$ cat src/rtl/amf_pkg.sv
// rtl/amf_pkg.sv - shared constants, window type and noise test for the adaptive mean filter
package amf_pkg;

    localparam int DW_DEF = 8;
    localparam int SUM_W  = DW_DEF + 3;
    localparam int HV_W   = DW_DEF + 2;
    localparam int CNT_W  = 4;
    localparam logic [DW_DEF-1:0] MAXV = {DW_DEF{1'b1}};

    typedef logic [DW_DEF-1:0] window_t [3][3];

    // Width is passed explicitly so the top can be built for any pixel width.
    function automatic logic is_noisy(input logic [31:0] p, input int unsigned dw);
        logic [31:0] maxv;
        maxv = (dw >= 32) ? 32'hFFFF_FFFF : ((32'd1 << dw) - 32'd1);
        return (p == 32'd0) || (p == maxv);
    endfunction

endpackage

$ cat src/rtl/amf_div8.sv
// rtl/amf_div8.sv - combinational exact floor(s/t) for a 1..8 divisor
module amf_div8 #(
    parameter int DW = 8
) (
    input  logic [DW+2:0] s,
    input  logic [3:0]    t,
    output logic [DW-1:0] q
);

    logic [DW+2:0] quo;
    logic [3:0]    rem;

    // Restoring division; the remainder stays below t (<= 8), so 4 bits suffice.
    always_comb begin
        rem = '0;
        quo = '0;
        for (int i = DW + 2; i >= 0; i--) begin
            rem = {rem[2:0], s[i]};
            if (rem >= t) begin
                rem    = rem - t;
                quo[i] = 1'b1;
            end
        end
        q = (|quo[DW+2:DW]) ? {DW{1'b1}} : quo[DW-1:0];
    end

endmodule

$ cat src/rtl/adaptive_mean_stream.sv
// rtl/adaptive_mean_stream.sv - streaming 3x3 adaptive mean filter; AMF_CENTER_PASS_EN keeps clean centres
module adaptive_mean_stream
    import amf_pkg::*;
#(
    parameter int DW    = 8,
    parameter int IMG_W = 16,
    parameter int IMG_H = 16
) (
    input  logic          clk,
    input  logic          rst,
    input  logic          s_valid,
    output logic          s_ready,
    input  logic [DW-1:0] s_data,
    output logic          m_valid,
    input  logic          m_ready,
    output logic [DW-1:0] m_data,
    output logic          m_last
);

    localparam int SW = DW + 3;
    localparam int HW = DW + 2;
    localparam int CW = $clog2(IMG_W);
    localparam int RW = $clog2(IMG_H);
    localparam logic [CW-1:0] COL_MAX = CW'(IMG_W - 1);
    localparam logic [RW-1:0] ROW_MAX = RW'(IMG_H - 1);

    logic          en;
    logic          acc;
    logic [CW-1:0] col;
    logic [RW-1:0] row;

    assign en      = !m_valid || m_ready;
    assign s_ready = en;
    assign acc     = s_valid && en;

    always_ff @(posedge clk) begin
        if (rst) begin
            col <= '0;
            row <= '0;
        end else if (acc) begin
            if (col == COL_MAX) begin
                col <= '0;
                row <= (row == ROW_MAX) ? '0 : row + 1'b1;
            end else begin
                col <= col + 1'b1;
            end
        end
    end

    logic [DW-1:0] lb1 [IMG_W];
    logic [DW-1:0] lb2 [IMG_W];
    logic [DW-1:0] lb1_rd;
    logic [DW-1:0] lb2_rd;
    logic [DW-1:0] win  [3][3];
    logic [DW-1:0] nwin [3][3];

    assign lb1_rd = lb1[col];
    assign lb2_rd = lb2[col];

    // Stage 1 works on the window as it will be after this accept, saving a cycle.
    always_comb begin
        for (int r = 0; r < 3; r++) begin
            nwin[r][0] = win[r][1];
            nwin[r][1] = win[r][2];
        end
        nwin[0][2] = lb2_rd;
        nwin[1][2] = lb1_rd;
        nwin[2][2] = s_data;
    end

    always_ff @(posedge clk) begin
        if (acc && !rst) begin
            lb1[col] <= s_data;
            lb2[col] <= lb1_rd;
            win      <= nwin;
        end
    end

    logic [SW-1:0]    sum_c;
    logic [CNT_W-1:0] cnt_c;
    logic [HW-1:0]    hv_c;
    logic             win_ok;
    logic             win_last;

    always_comb begin
        sum_c = '0;
        cnt_c = '0;
        for (int r = 0; r < 3; r++) begin
            for (int c = 0; c < 3; c++) begin
                if (!(r == 1 && c == 1) && !is_noisy(32'(nwin[r][c]), DW)) begin
                    sum_c = sum_c + SW'(nwin[r][c]);
                    cnt_c = cnt_c + CNT_W'(1);
                end
            end
        end
        hv_c = HW'(nwin[0][1]) + HW'(nwin[1][0]) + HW'(nwin[1][2]) + HW'(nwin[2][1]);
    end

    assign win_ok   = (row >= 2) && (col >= 2);
    assign win_last = (row == ROW_MAX) && (col == COL_MAX);

    logic             s1_valid;
    logic             s1_last;
    logic [SW-1:0]    s1_sum;
    logic [CNT_W-1:0] s1_cnt;
    logic [HW-1:0]    s1_hv;
`ifdef AMF_CENTER_PASS_EN
    logic [DW-1:0]    s1_ctr;
`endif

    always_ff @(posedge clk) begin
        if (rst) begin
            s1_valid <= 1'b0;
            s1_last  <= 1'b0;
            s1_sum   <= '0;
            s1_cnt   <= '0;
            s1_hv    <= '0;
`ifdef AMF_CENTER_PASS_EN
            s1_ctr   <= '0;
`endif
        end else if (en) begin
            s1_valid <= acc && win_ok;
            s1_last  <= acc && win_ok && win_last;
            s1_sum   <= sum_c;
            s1_cnt   <= cnt_c;
            s1_hv    <= hv_c;
`ifdef AMF_CENTER_PASS_EN
            s1_ctr   <= nwin[1][1];
`endif
        end
    end

    logic [DW-1:0] div_q;
    logic [DW-1:0] mean_c;

    amf_div8 #(.DW(DW)) u_div (
        .s (s1_sum),
        .t (s1_cnt),
        .q (div_q)
    );

    // With no clean neighbour, fall back to the four edge neighbours.
    always_comb begin
        mean_c = (s1_cnt == '0) ? s1_hv[HW-1:2] : div_q;
`ifdef AMF_CENTER_PASS_EN
        if (!is_noisy(32'(s1_ctr), DW)) mean_c = s1_ctr;
`endif
    end

    always_ff @(posedge clk) begin
        if (rst) begin
            m_valid <= 1'b0;
            m_data  <= '0;
            m_last  <= 1'b0;
        end else if (en) begin
            m_valid <= s1_valid;
            m_data  <= mean_c;
            m_last  <= s1_last;
        end
    end

endmodule

$ cat config.mk
export PLATFORM = sky130hd
export DESIGN_NAME = adaptive_mean_stream
export DESIGN_NICKNAME = d
export VERILOG_FILES = /design/src/rtl/amf_pkg.sv /design/src/rtl/amf_div8.sv /design/src/rtl/adaptive_mean_stream.sv
export SDC_FILE = /design/constraint.sdc
export NUM_CORES = 1
export LEC_CHECK = 0
export CELL_PAD_IN_SITES_DETAIL_PLACEMENT = 1
export CELL_PAD_IN_SITES_GLOBAL_PLACEMENT = 1
export CORE_MARGIN = 3
export CORE_UTILIZATION = 38
export DETAILED_ROUTE_END_ITERATION = 8
export PLACE_DENSITY_LB_ADDON = 0.1
export SETUP_SLACK_MARGIN = 0.5
export SLEW_MARGIN = 10
export SYNTH_ARGS = -nofsm -noshare
export SYNTH_HDL_FRONTEND = slang
export SYNTH_HIERARCHICAL = 1
export SYNTH_SLANG_ARGS = --single-unit
export TNS_END_PERCENT = 50
$ cat constraint.sdc
create_clock -name clk -period 11.1 [get_ports clk]
set_input_delay 1.11 -clock clk [delete_from_list [all_inputs] [get_ports clk]]
set_output_delay 1.11 -clock clk [all_outputs]
set_load 0.02 [all_outputs]
==> reports/metrics.cfg, run 1 <==
[timing]
setup_tns_ns=0
finalHoldViolCount=0
period_minus_slack_ns=10.67
relSlewSlack=0.329
fin_crit_sh=0.961
slew_viol_final=0
rsz0062_at_grt=yes
worst_slew_pin_slew_ns=1.00
clock.fmax_mhz=93.7
fin_skew_ns=0.0176
setup_violations=0

[grt]
antenna_found_initial=0
grt_busiest_layer=met2
grt_use_met2=0.341
grt_pass1_vias=13100
grt_use_met3=0.0260
grt_pass1_wl_um=77700
gr-total-overflow=0
grt_start_max_net_pins=49
grt_use_total=0.191
grt.met1_usage=0.247

[die]
ioPinCount=23
initial_core_util=0.387
core_area_um2=49300
die_area_um2=52800
dieHeight_um=230
die_x_um=230
num_rows=81

[synth]
synth-async-reset-ratio=0
synth_edf_count=304
synth_seq_cells=351
synth_cells=1412
syn_avg_cell_area_um2=13.5
yosysSeqAreaShare=0.529
ys.flop_type=edfxtp_1
netlist-cell-type-count=80
syn_nets=1574
ys_warn_count=6
synth_area_um2=19000

[placement]
gp_routability_congestion=0.762
portBuffers=22
place_area_um2=20400
dp.final_hpwl_um=33700

[cells_and_area]
final_common_cell=edfxtp_1
layout_common_cells=edfxtp_1 (304), ha_1 (100), buf_4 (89)
drive_above_1_share=0.235
n_antenna_cell=0
finalInstanceArea_um2=22400
area_delta_synth_final_pct=17.8
layout.nets=1688

[clocking]
numCtsBuffers=40
cts_max_level=2
path_clk_slew_ns=0.06
ctsRootBufferMaster=clkbuf_16
hold_buffers=0
cts_sinks=351
cts_tree=done
clk_latency_ns=0.56
clk_path_buf_depth=3

[routing]
ant_nets=0
drt_iter0_markers=630
drc=0
first_pass_iters=5
drt_wl_total_um=50100
post_drt_wl_per_cell_um=22.6
dr_total_vias=12100
via_per_inst=5.44

[flow_run]
cap_violations=0

[setup_path]
r2r_setup_slack_ns=0.43
worst_ep_required_time_ns=11.50
reg2regPathDepth=55
r2r-end=m_data[0]$_SDFFE_PP0N_
critical_path.max_stage_delay_ns=0.40
crit_top_cell=ha_4
r2r_start=s1_sum[10]$_SDFFE_PP0N_
crit_path_max_fanout=4
end_kind=flop
cp-start-kind=flop
cpMaxStageDelayCell=fa_2
critPathKind=flop to flop
cp.arrival_ns=11.07

[hold_path]
whs_endpoint=nwin[46]$_DFFE_PP_
hold_path_class=flop to flop
min_from=nwin[38]$_DFFE_PP_
holdPathStages=0

[status]
status=complete, no violations

-- worst max path at each step --
stage,start,endpoint
5_1_grt,s1_sum[10]$_SDFFE_PP0N_,m_data[0]$_SDFFE_PP0N_
4_1_cts,s1_sum[10]$_SDFFE_PP0N_,m_data[0]$_SDFFE_PP0N_
6_report,s1_sum[10]$_SDFFE_PP0N_,m_data[0]$_SDFFE_PP0N_
3_3_place_gp,s1_sum[10]$_SDFFE_PP0N_,m_data[0]$_SDFFE_PP0N_
2_1_floorplan,s1_cnt[1]$_SDFFE_PP0N_,m_data[0]$_SDFFE_PP0N_
3_5_place_dp,s1_sum[10]$_SDFFE_PP0N_,m_data[0]$_SDFFE_PP0N_
-- cell families after synthesis --
group / synth area share
adders and majority gates: 0.111
AOI/OAI and AO/OA: 0.101
buffers and inverters: 0.0274
muxes: 0.124
xor gates and xnor gates: 0.0378
DFF: 0.529
and+or+nand+nor: 0.0705
-- layer usage --
layer	share of wire	wire, µm	up-vias
met5	0	0	-
met4	0.019	943	0
met3	0.029	1440	71
met2	0.51	25500	170
met1	0.44	22200	6226
li1	-	-	5611
-- cell usage after synthesis, drive strengths merged (3+ instances only) --
cell type	n	area share
and2	8	0.0026
o31a	3	0.0014
a31oi	4	0.0013
nor4b	3	0.0017
a32oi	3	0.0014
a211oi	25	0.010
nor2b	20	0.0066
a22oi	15	0.0059
or2	3	0.00099
buf	17	0.0065
inv	79	0.016
dfxtp	47	0.049
a21oi	77	0.022
mux4	58	0.070
a21o	19	0.0075
nor4	19	0.0070
nand4	16	0.0053
nor3	19	0.0053
xnor2	57	0.026
o211ai	9	0.0035
clkbuf	25	0.0051
a221oi	8	0.0037
mux2i	50	0.026
nand3	9	0.0024
xor2	19	0.0091
o21bai	16	0.0063
nor2	84	0.017
edfxtp	304	0.48
nand2	80	0.016
mux2	44	0.027
a21boi	10	0.0041
fa	32	0.034
nand2b	10	0.0033
o31ai	3	0.0012
ha	118	0.078
o21a	14	0.0055
o211a	5	0.0026
o21ai	55	0.015
-- cell type report --
cell class	count	area, µm²
Timing Repair Buffer	114	917
Inverter	80	304
Sequential cell	351	10100
Fill cell	5033	26800
Clock buffer	51	1080
Tap cell	664	831
Clock inverter	21	165
Multi-Input combinational cell	939	9060
-- timing repair --
| action | CTS | global route |
|---|---|---|
| setup buffers | 27 | 9 |
| endpoints found under the setup margin | 2 | 2 |
| gates resized for setup | 47 | 51 |
| pin swaps | 36 | 43 |
-- per-stage QoR --
stage          setup slack, ns  cells   util  hold WS, ns
2_1_floorplan            0.503   1412      -        0.400
3_3_place_gp            0.0565   2112  0.415        0.400
3_5_place_dp            -0.462   2112  0.415        0.407
4_1_cts                  0.528   2211  0.448        0.421
5_1_grt                 -0.114   2220  0.456        0.429
6_report                 0.432   2220  0.456        0.418
-- sequential cells by signal, summed over array words and instances, names as in the netlist, named ones only --
register	flops
col	4
lb1	128
s1_last	1
s1_sum	11
s1_hv	8
s1_cnt	4
m_last	1
s1_valid	1
nwin	48
row	4
m_valid	1
lb2	128
m_data	8
-- critical path, delay by kind of cell (launching register included) --
family          cells  cell delay (ns)
compound gates     22             3.18
fa+ha+maj          12             3.31
buf+inv             6             0.54
flops               1             0.32
mux                 7             2.14
simple gates        8             1.02
Power of run 1 is not shown: default switching activity piles up to over one toggle a cycle in this logic, so the estimate is an artifact.
==> run 2, diff against run 1 <==
--- a/config.mk
+++ b/config.mk
@@ -5,11 +5,13 @@
 export SDC_FILE = /design/constraint.sdc
 export NUM_CORES = 1
 export LEC_CHECK = 0
+export ABC_AREA = 1
 export CELL_PAD_IN_SITES_DETAIL_PLACEMENT = 1
 export CELL_PAD_IN_SITES_GLOBAL_PLACEMENT = 1
 export CORE_MARGIN = 3
 export CORE_UTILIZATION = 38
 export DETAILED_ROUTE_END_ITERATION = 8
+export DONT_BUFFER_PORTS = 1
 export PLACE_DENSITY_LB_ADDON = 0.1
 export SETUP_SLACK_MARGIN = 0.5
 export SLEW_MARGIN = 10
==> run 2 against run 1 <==
Maximum frequency is 7.8% higher. Register-to-register slack better by 0.78 ns. Sequential cell count unchanged. Area after synthesis up 4.7%.
==> reports/metrics.cfg, run 2 <==
[cells_and_area]
layout_common_cells=nand2_1 (525), edfxtp_1 (304), inv_1 (240)
final_util=0.436
final_common_cell=nand2_1
layout.nets=2385
area_delta_synth_final_pct=12.9
instances_no_fill=2931
finalInstanceArea_um2=22500
n_antenna_cell=0
drive_above_1_share=0.107
fillers=5906

[setup_path]
worst_ep_required_time_ns=11.55
cp.arrival_ns=10.34
crit_path_max_fanout=6
crit_top_cell=nand2_1
cpMaxStageDelayCell=fa_2
cp-start-kind=flop
critPathKind=flop to flop
end_kind=flop
critical_path.max_stage_delay_ns=0.36

[routing]
first_pass_iters=5
drt_iter0_markers=927
drc=0
drt_wl_total_um=57600
via_per_inst=5.21
ant_nets=0
post_drt_wl_per_cell_um=19.6
dr_total_vias=15300

[die]
num_rows=83
ioPinCount=23
dieHeight_um=235
core_area_um2=51600
initial_core_util=0.386
die_area_um2=55200
die_x_um=235

[synth]
synthXorXnorAreaFrac=0.0167
synth-compound-area-share=0.0887
synthSimpleGateAreaFrac=0.215
synth_top_area_frac=0.458
synthTopCellsByArea=edfxtp_1 (46%), nand2_1 (10%), ha_1 (7.4%)
synth_cells=2203
yosysSeqAreaShare=0.505
synth_seq_cells=351
synth_top_family_by_area=simple AND/OR/NAND/NOR gates
synthMuxAreaShare=0
synthMostInstantiatedCell=nand2_1
ys.flop_type=edfxtp_1
syn_nets=2365
syn_avg_cell_area_um2=9.05
synth_top_cell_by_area=edfxtp_1
synth_fa_ha_area_frac=0.106
synth_area_um2=19900
ys_warn_count=6
ys_top_cells_by_count=nand2_1 (544), edfxtp_1 (304), inv_1 (247), nor2_1 (218), nand3_1 (180)
netlist-cell-type-count=50
synth-async-reset-ratio=0
synth_edf_count=304

[grt]
gr-total-overflow=0
grt_use_total=0.207
grt_start_max_net_pins=76
grt_pass1_vias=16000
antenna_found_initial=0
grt_pass1_wl_um=90700

[status]
status=complete, no violations

[placement]
portBuffers=0
gp_routability_congestion=0.846
dp.cells=2852
place_area_um2=20800
dp.final_hpwl_um=37600

[timing]
rsz0062_at_grt=no
period_minus_slack_ns=9.89
setup_tns_ns=0
fin_skew_ns=0.0350
slew_viol_final=0
setup_violations=0
relSlewSlack=0.291
finalHoldViolCount=0
fin_crit_sh=0.891
worst_slew_pin_slew_ns=1.06
clock.fmax_mhz=101

[clocking]
path_clk_slew_ns=0.06
cts_tree=done
clk_latency_ns=0.59
hold_buffers=0
cts_sinks=351
numCtsBuffers=42
cts_max_level=2
clk_path_buf_depth=3
ctsRootBufferMaster=clkbuf_16

[flow_run]
cap_violations=0

[hold_path]
hold_path_class=flop to flop

[run 2: area by class of cell]
cell class              instances  area, µm²  share of cell area
flip-flops and latches        351      10100               0.448
multi-input cells            1521       8940               0.397
clock buffers                  55       1120              0.0498
inverters                     266       1000              0.0444
well taps                     680        851              0.0378
repair buffers                 41        312              0.0139
clock inverters                17        196             0.00873
[run 2: path summary, 6_finish.rpt]
path / startpoint / to / slack (ns) / cells past startpoint
setup / recovery: s1_sum[10]$_SDFFE_PP0N_ / m_data[0]$_SDFFE_PP0N_ / 1.21 / 83
hold / removal: nwin[39]$_DFFE_PP_ / nwin[47]$_DFFE_PP_ / 0.41 / 0
setup reg to reg: s1_sum[10]$_SDFFE_PP0N_ / m_data[0]$_SDFFE_PP0N_ / 1.21 / 83
hold reg to reg: nwin[39]$_DFFE_PP_ / nwin[47]$_DFFE_PP_ / 0.41 / 0
[run 2: cells by family after synthesis]
family,after synthesis
and+or+nand+nor,1022
xor gates and xnor gates,38
adders and majority gates,150
DFF,351
AOI/OAI and AO/OA,311
buffers and inverters,331
[run 2: critical path, delay by kind of cell (launching register included)]
family                   cells  cell delay, ns
AO/OA/AOI/OAI               10            1.25
adder cells (fa/ha/maj)     12            3.17
AND/OR/NAND/NOR             43            3.89
buffers and inverters       18            1.17
flip-flops                   1            0.32
[run 2: routing by layer]
layer	global-route usage	routed length [µm]
met2	0.337	26200
met5	0	0
met1	0.294	27800
met3	0.0316	2500
met4	0.0430	1050
[run 2: stage by stage]
stage	hold WS [ns]	worst slack [ns]
finish	0.410	1.21
global route	0.423	0.363
CTS	0.414	0.529
detailed placement	0.406	0.0398
global placement	0.401	0.649
floorplan	0.400	0.679
[run 2: repair_timing]
item | 4_1_cts | 5_1_grt
pin swaps | 4 | 13
setup endpoints to repair | 1 | 2
gates cloned | 0 | 0
buffers inserted | 5 | 2
resized for setup | 16 | 72
endpoints found under the hold margin | 0 | 0
Power of run 2 is left out for the same reason.
